`src/rtl/ex_stage_mc.sv`:
```
// Execute stage: ID/EX register with valid/ready handshake, ALU, branch target,
// write-back address select and an iterative shift-add multiplier feeding HI/LO.
module ex_stage_mc #(
   parameter int DATA_W  = 32,
   parameter int RADDR_W = 5,
   parameter int MUL_BPC = 1
) (
   input  logic               CLK,
   input  logic               RESET,
   input  logic               in_valid,
   output logic               in_ready,
   input  logic               flush,
   input  logic [DATA_W-1:0]  PCPlus4_in,
   input  logic [DATA_W-1:0]  imm_signExtended_in,
   input  logic [DATA_W-1:0]  imm_zeroExtended_in,
   input  logic [DATA_W-1:0]  rs_reg_in,
   input  logic [DATA_W-1:0]  rt_reg_in,
   input  logic [RADDR_W-1:0] rt_addr_in,
   input  logic [RADDR_W-1:0] rd_addr_in,
   input  logic [4:0]         shamt_in,
   input  logic               RegWriteD,
   input  logic               MemtoRegD,
   input  logic               MemWriteD,
   input  logic               BranchD,
   input  logic               JumpD,
   input  logic               RegDstD,
   input  logic [5:0]         ALUopD,
   input  logic [5:0]         ALUfunctD,
   output logic               out_valid,
   input  logic               out_ready,
   output logic               RegWriteE,
   output logic               MemtoRegE,
   output logic               MemWriteE,
   output logic               BranchE,
   output logic               JumpE,
   output logic [5:0]         ALUopE,
   output logic [DATA_W-1:0]  WriteData_out,
   output logic [DATA_W-1:0]  PCBranch_out,
   output logic [RADDR_W-1:0] wb_addr_out,
   output logic [DATA_W-1:0]  ALUOut,
   output logic [DATA_W-1:0]  hi_out,
   output logic [DATA_W-1:0]  lo_out,
   output logic               busy
);

   localparam int L     = DATA_W / MUL_BPC;
   localparam int CNT_W = $clog2(L + 1);

   typedef enum logic {IDLE, MUL} state_t;

   function automatic logic [DATA_W-1:0] mag(input logic [DATA_W-1:0] x, input logic sgn);
      return (sgn && x[DATA_W-1]) ? (~x + 1'b1) : x;
   endfunction

   function automatic logic [2*DATA_W-1:0] cond_neg(input logic [2*DATA_W-1:0] p, input logic n);
      return n ? (~p + 1'b1) : p;
   endfunction

   function automatic logic [2*DATA_W-1:0] mul_step(input logic [2*DATA_W-1:0] acc,
                                                    input logic [2*DATA_W-1:0] mc,
                                                    input logic [MUL_BPC-1:0]  bits);
      logic [2*DATA_W-1:0] r;
      r = acc;
      for (int i = 0; i < MUL_BPC; i++)
         if (bits[i]) r = r + (mc << i);
      return r;
   endfunction

   logic               vld_p1;
   logic [DATA_W-1:0]  pc4_p1, imms_p1, immz_p1, rs_p1, rt_p1;
   logic [RADDR_W-1:0] rta_p1, rda_p1;
   logic [4:0]         shamt_p1;
   logic               regw_p1, m2r_p1, memw_p1, br_p1, jmp_p1, rdst_p1;
   logic [5:0]         op_p1, fn_p1;

   state_t              state;
   logic [CNT_W-1:0]    cnt;
   logic [2*DATA_W-1:0] mcand, acc, acc_nxt;
   logic [DATA_W-1:0]   mplier;
   logic                neg;
   logic [DATA_W-1:0]   hi, lo;

   logic cap, is_mul, mul_sgn;
   logic signed [DATA_W-1:0] rs_s, rt_s, sra_s;
   logic [DATA_W-1:0] alu;

   assign busy      = (state == MUL);
   assign in_ready  = !busy && (!vld_p1 || out_ready);
   assign out_valid = vld_p1 && !busy;
   assign cap       = in_valid && in_ready && !flush;
   assign is_mul    = (ALUopD == 6'h00) && ((ALUfunctD == 6'h18) || (ALUfunctD == 6'h19));
   assign mul_sgn   = (ALUfunctD == 6'h18);

   // ---- stage p1: ID/EX register ----
   always_ff @(posedge CLK or posedge RESET) begin
      if (RESET) begin
         vld_p1   <= 1'b0;
         pc4_p1   <= '0;
         imms_p1  <= '0;
         immz_p1  <= '0;
         rs_p1    <= '0;
         rt_p1    <= '0;
         rta_p1   <= '0;
         rda_p1   <= '0;
         shamt_p1 <= '0;
         regw_p1  <= 1'b0;
         m2r_p1   <= 1'b0;
         memw_p1  <= 1'b0;
         br_p1    <= 1'b0;
         jmp_p1   <= 1'b0;
         rdst_p1  <= 1'b0;
         op_p1    <= '0;
         fn_p1    <= '0;
      end else begin
         if (flush)                         vld_p1 <= 1'b0;
         else if (cap)                      vld_p1 <= 1'b1;
         else if (out_valid && out_ready)   vld_p1 <= 1'b0;
         if (cap) begin
            pc4_p1   <= PCPlus4_in;
            imms_p1  <= imm_signExtended_in;
            immz_p1  <= imm_zeroExtended_in;
            rs_p1    <= rs_reg_in;
            rt_p1    <= rt_reg_in;
            rta_p1   <= rt_addr_in;
            rda_p1   <= rd_addr_in;
            shamt_p1 <= shamt_in;
            regw_p1  <= RegWriteD;
            m2r_p1   <= MemtoRegD;
            memw_p1  <= MemWriteD;
            br_p1    <= BranchD;
            jmp_p1   <= JumpD;
            rdst_p1  <= RegDstD;
            op_p1    <= ALUopD;
            fn_p1    <= ALUfunctD;
         end
      end
   end

   // ---- multiplier: magnitudes loaded at capture, sign fixed up on the final cycle ----
   assign acc_nxt = mul_step(acc, mcand, mplier[MUL_BPC-1:0]);

   always_ff @(posedge CLK or posedge RESET) begin
      if (RESET) begin
         state  <= IDLE;
         cnt    <= '0;
         mcand  <= '0;
         acc    <= '0;
         mplier <= '0;
         neg    <= 1'b0;
         hi     <= '0;
         lo     <= '0;
      end else if (flush) begin
         state <= IDLE;
      end else begin
         case (state)
            IDLE: if (cap && is_mul) begin
               state  <= MUL;
               cnt    <= '0;
               acc    <= '0;
               mcand  <= {{DATA_W{1'b0}}, mag(rs_reg_in, mul_sgn)};
               mplier <= mag(rt_reg_in, mul_sgn);
               neg    <= mul_sgn && (rs_reg_in[DATA_W-1] ^ rt_reg_in[DATA_W-1]);
            end
            MUL: begin
               acc    <= acc_nxt;
               mcand  <= mcand << MUL_BPC;
               mplier <= mplier >> MUL_BPC;
               cnt    <= cnt + 1'b1;
               if (cnt == CNT_W'(L - 1)) begin
                  {hi, lo} <= cond_neg(acc_nxt, neg);
                  state    <= IDLE;
               end
            end
            default: state <= IDLE;
         endcase
      end
   end

   // ---- stage p1 combinational: ALU, branch target, write-back select ----
   assign rs_s  = rs_p1;
   assign rt_s  = rt_p1;
   assign sra_s = rt_s >>> shamt_p1;

   always_comb begin
      alu = '0;
      case (op_p1)
         6'h00: case (fn_p1)
            6'h20, 6'h21: alu = rs_p1 + rt_p1;
            6'h22, 6'h23: alu = rs_p1 - rt_p1;
            6'h24:        alu = rs_p1 & rt_p1;
            6'h25:        alu = rs_p1 | rt_p1;
            6'h26:        alu = rs_p1 ^ rt_p1;
            6'h27:        alu = ~(rs_p1 | rt_p1);
            6'h2A:        alu = {{(DATA_W-1){1'b0}}, (rs_s < rt_s)};
            6'h2B:        alu = {{(DATA_W-1){1'b0}}, (rs_p1 < rt_p1)};
            6'h00:        alu = rt_p1 << shamt_p1;
            6'h02:        alu = rt_p1 >> shamt_p1;
            6'h03:        alu = sra_s;
            6'h10:        alu = hi;
            6'h12:        alu = lo;
            default:      alu = '0;
         endcase
         6'h08, 6'h09, 6'h23, 6'h2B: alu = rs_p1 + imms_p1;
         6'h0C:                      alu = rs_p1 & immz_p1;
         6'h0D:                      alu = rs_p1 | immz_p1;
         6'h04, 6'h05:               alu = rs_p1 - rt_p1;
         6'h03:                      alu = pc4_p1;
         default:                    alu = '0;
      endcase
   end

   assign ALUOut        = alu;
   assign PCBranch_out  = pc4_p1 + (imms_p1 << 2);
   assign wb_addr_out   = (op_p1 == 6'h03) ? RADDR_W'(31) : (rdst_p1 ? rda_p1 : rta_p1);
   assign WriteData_out = rt_p1;
   assign ALUopE        = op_p1;
   assign RegWriteE     = regw_p1 && out_valid;
   assign MemtoRegE     = m2r_p1  && out_valid;
   assign MemWriteE     = memw_p1 && out_valid;
   assign BranchE       = br_p1   && out_valid;
   assign JumpE         = jmp_p1  && out_valid;
   assign hi_out        = hi;
   assign lo_out        = lo;

endmodule

```
`config.mk`:
```
export PLATFORM = sky130hd
export DESIGN_NAME = ex_stage_mc
export DESIGN_NICKNAME = d
export VERILOG_FILES = /design/src/rtl/ex_stage_mc.sv
export SDC_FILE = /design/constraint.sdc
export NUM_CORES = 2
export LEC_CHECK = 0
export CAP_MARGIN = 20
export CORE_UTILIZATION = 59
export DETAILED_ROUTE_END_ITERATION = 8
export PLACE_DENSITY = 0.81
export SLEW_MARGIN = 20
export SYNTH_ARGS = -nofsm -noshare
export SYNTH_HDL_FRONTEND = slang
export SYNTH_SLANG_ARGS = --single-unit
export TNS_END_PERCENT = 100
```
`constraint.sdc`:
```
create_clock -name CLK -period 17.31 [get_ports CLK]
set_input_delay 4.3275 -clock CLK [delete_from_list [all_inputs] [get_ports CLK]]
set_output_delay 4.3275 -clock CLK [all_outputs]
set_load 0.01 [all_outputs]
```
==> qor.txt <==
Power consumption -> 3.84 mW
Final-report setup violation count -> 0
Top-level port count -> 377
Global-route wire length before repair -> 221000 um
Resized cells post-CTS -> 0
Ys async rst share -> 100%
Number of iterations in the first detailed-routing pass -> 8
Hold violation count in the final report -> 0
Core Region -> 0.0617 mm2
Number of violations of the max-capacitance limit -> 0
Number of sinks on the clock net -> 426
Worst Clk Skew -> 0.0381 ns
Result of the run -> completed
Unrepaired setup endpoints after global routing -> no
PortBufs -> 376
Clk slew on worst S/H paths -> 0.06 ns
Total wire length -> 150000 um
Critical Path AT -> 6.63 ns
Cell with the largest stage delay on the worst path -> sky130_fd_sc_hd__o21ai_0
Leading post-synthesis cells by cell area -> sky130_fd_sc_hd__dfrtp_1, sky130_fd_sc_hd__nand2_1, sky130_fd_sc_hd__ha_1
Clock buffer depth -> 3
Summed negative setup slack over all endpoints -> 0 ns
Fill cell count -> 5136
Initial antenna violation count -> 8
Weighted congestion at the end of routability-driven global placement -> 1.15
Power dissipated by switching net loads -> 1.54 mW
Worst path cell trace -> inv_1 -> ha_1 -> fa_1 -> o21bai_1 -> a21oi_1 -> nor2_1 -> o22ai_1 -> a211oi_1 -> a211oi_1 -> o41ai_1 -> a311o_1 -> a221oi_1 -> buf_4 -> o221ai_1 -> a2111oi_0 -> a21oi_1 -> o21ai_0 -> clkdlybuf4s50_1
Post-layout minimum cycle time -> 10.96 ns
Hold-fix buffers at CTS -> 0
Die area -> 0.0634 mm2
Post-CTS Repair Setup Buffers -> 0
Maximum number of pins on one net before global-route repair -> 159
Overall Global Routing Usage -> 46.1%
Vias per cell -> 6.71
Number of nets in the synthesized netlist -> 5086
Share of total power in sequential cells -> 31.0%
Latest clock arrival within the worst-skew pair -> 0.65 ns
CTS tree -> built
Startpoint-to-endpoint class of the critical path -> flip-flop to primary output
Most common cell after layout, fill and taps aside -> sky130_fd_sc_hd__nand2_1
Antenna-violating nets left -> 0
Cell family with the largest share of critical-path delay -> compound AO/OA/AOI/OAI gates
Share of power burned in combinational logic -> 40.4%
Starting density of the core -> 59.7%
Row count -> 91
Rel. slew slack -> 16.2%
Post-route design area -> 0.0425 mm2
Number of flops mapped to enable cells by yosys -> 0
Via count of the first global-routing pass -> 35128
Post-synthesis cell type with the largest combined area -> sky130_fd_sc_hd__dfrtp_1
Commonest non-fill, non-tap cells in the layout -> sky130_fd_sc_hd__nand2_1, sky130_fd_sc_hd__o21ai_0, sky130_fd_sc_hd__dfrtp_1
Root buf cell -> sky130_fd_sc_hd__clkbuf_16
Portion of the post-synthesis area used by sequential elements -> 28.9%
Die extent in y -> 252 um
Critical-path maximum fanout -> 5
Capturing element type of the critical path -> primary output
Timing-limited maximum frequency -> 91.3 MHz
Post-synthesis sequential element count -> 426
HPWL after detailed placement -> 114000 um
Portion of synthesized cell area occupied by the leading cell type -> 28.9%
Total grt overflow -> 0
Leakage power figure -> 18.6 nW
Standard cell area after detailed placement -> 0.0408 mm2
Fraction of layout cells with a size suffix above 1 -> 5.19%
Synth Instances -> 4651
Top flip-flop cell by instance count after synthesis -> sky130_fd_sc_hd__dfrtp_1
Maximum level of the CTS H-tree -> 2
Count of buffering cells on the critical path with inverters included -> 3
Critical Path RT -> 12.98 ns
Drt first-iter violations -> 4848
Power density normalized to cell area -> 90.3 mW/mm2
Synth warnings -> 0
Post-route DRC violation count -> 0
Total vias in the final route -> 38243
Final worst-path cycle share -> 63.3%
Int Pwr -> 2.30 mW
Nets -> 5252
Fraction of power spent switching nets -> 40.1%
Number of buffers created by CTS -> 50
Worst vdd rail ir drop -> 0.0743 mV
Die X-Extent -> 252 um
Number of slew-limit violations in the final report -> 0
Count of unique library cells instantiated by Yosys -> 119
Post-synth design cell area -> 0.0368 mm2
Startpoint Class -> flip-flop
Share of power burned in the clock network -> 28.6%
Area growth, synth to finish -> 15.5%
Worst hold-check path type -> flip-flop to flip-flop
Syn_area_per_cell -> 7.92 um2
Routed wire length per instance -> 26.3 um
Worst slew pin tran -> 1.25 ns
Critical Path Max Stage Delay -> 0.73 ns
-- registers in the layout, indices dropped and copies added, names as in the netlist, 32 cells and up --
name           flops
acc               64
mcand             64
WriteData_out     32
hi_out            32
imms_p1           32
immz_p1           32
lo_out            32
mplier            32
pc4_p1            32
rs_p1             32
-- cells in the mapped netlist (all sizes together) (15+ instances only) --
library cell / number
o31ai: 53
and3: 27
ha: 232
o211ai: 51
nor2b: 40
dfrtp: 426
mux4: 27
or2: 16
a222oi: 24
clkbuf: 235
a211oi: 64
o21ai: 510
a221oi: 32
nor3: 89
a31oi: 29
xnor2: 184
a21oi: 275
a211o: 17
nand3: 113
nand4: 45
nor2: 260
o21a: 35
mux2i: 110
a21o: 59
nand2b: 33
or3: 27
xor2: 89
nor4: 27
o221ai: 21
nand2: 867
buf: 70
a22oi: 78
inv: 156
maj3: 30
o31a: 15
o21bai: 31
and2: 24
a221o: 24
-- layer usage --
layer	track usage, %	share of wire, %
met1	59.0	38
met2	69.6	43
met5	0	0.025
met4	33.0	8.4
met3	9.38	11
-- power by group through the flow --
stage | registers (mW) | clock network [mW] | logic, mW
detailed placement | 1.20 | 0 | 1.49
CTS | 1.18 | 1.10 | 1.50
floorplan | 1.15 | 0 | 0.955
global route | 1.19 | 1.13 | 1.64
finish | 1.19 | 1.10 | 1.55
global placement | 1.20 | 0 | 1.48
-- logic make-up (layout without fill, tap and decap cells) --
family | Yosys count | after routing | synth area share (%)
buffers and inverters | 461 | 667 | 4.88
other | 0 | 4 | 0
AO/OA/AOI/OAI | 1446 | 1446 | 25.6
XOR/XNOR | 274 | 274 | 6.55
AND/OR/NAND/NOR | 1627 | 1627 | 20.0
flip-flops | 426 | 426 | 28.9
multiplexers | 150 | 150 | 5.04
adder cells (fa/ha/maj) | 267 | 267 | 8.97
-- metrics by stage --
step	instances	util (%)	setup slack (ns)	hold WS, ns
global placement	5601	66.2	7.36	0.450
floorplan	4651	-	1.12	0.437
global route	5694	68.9	6.33	0.490
finish	5698	68.9	6.35	0.466
CTS	5693	68.9	6.60	0.472
detailed placement	5601	66.2	7.29	0.458
-- layout make-up --
type | count | area [um2] | share of cell area (%)
diodes | 4 | 10.0 | 0.0235
clock buffers | 68 | 1390 | 3.27
clock inverters | 24 | 268 | 0.630
inverters | 156 | 593 | 1.39
multi-input cells | 3764 | 24400 | 57.5
flip-flops and latches | 426 | 10700 | 25.1
well taps | 837 | 1050 | 2.46
repair buffers | 419 | 4110 | 9.67
-- worst reg2reg max path: cells and delay by family (launching register included) --
| kind | cells | cell delay, ns |
|---|---|---|
| AO/OA/AOI/OAI | 3 | 0.97 |
| XOR/XNOR | 1 | 0.33 |
| buffers and inverters | 2 | 0.71 |
| flip-flops | 1 | 0.61 |
| AND/OR/NAND/NOR | 8 | 2.58 |
-- worst paths after layout --
path                       cells past startpoint  slack (ns)     endpoint  startpoint
setup / recovery                              18        6.35    ALUOut[0]    rs_p1[0]
hold / removal                                 2        0.47       m2r_p1      m2r_p1
setup reg to reg                              14       12.04   hi_out[31]   mplier[0]
hold reg to reg                                2        0.47       m2r_p1      m2r_p1
max in group asynchronous                      4       10.60  shamt_p1[2]       RESET
min in group asynchronous                      2        4.31    lo_out[3]       RESET
No activity file was read; power rests on OpenSTA's default activity.
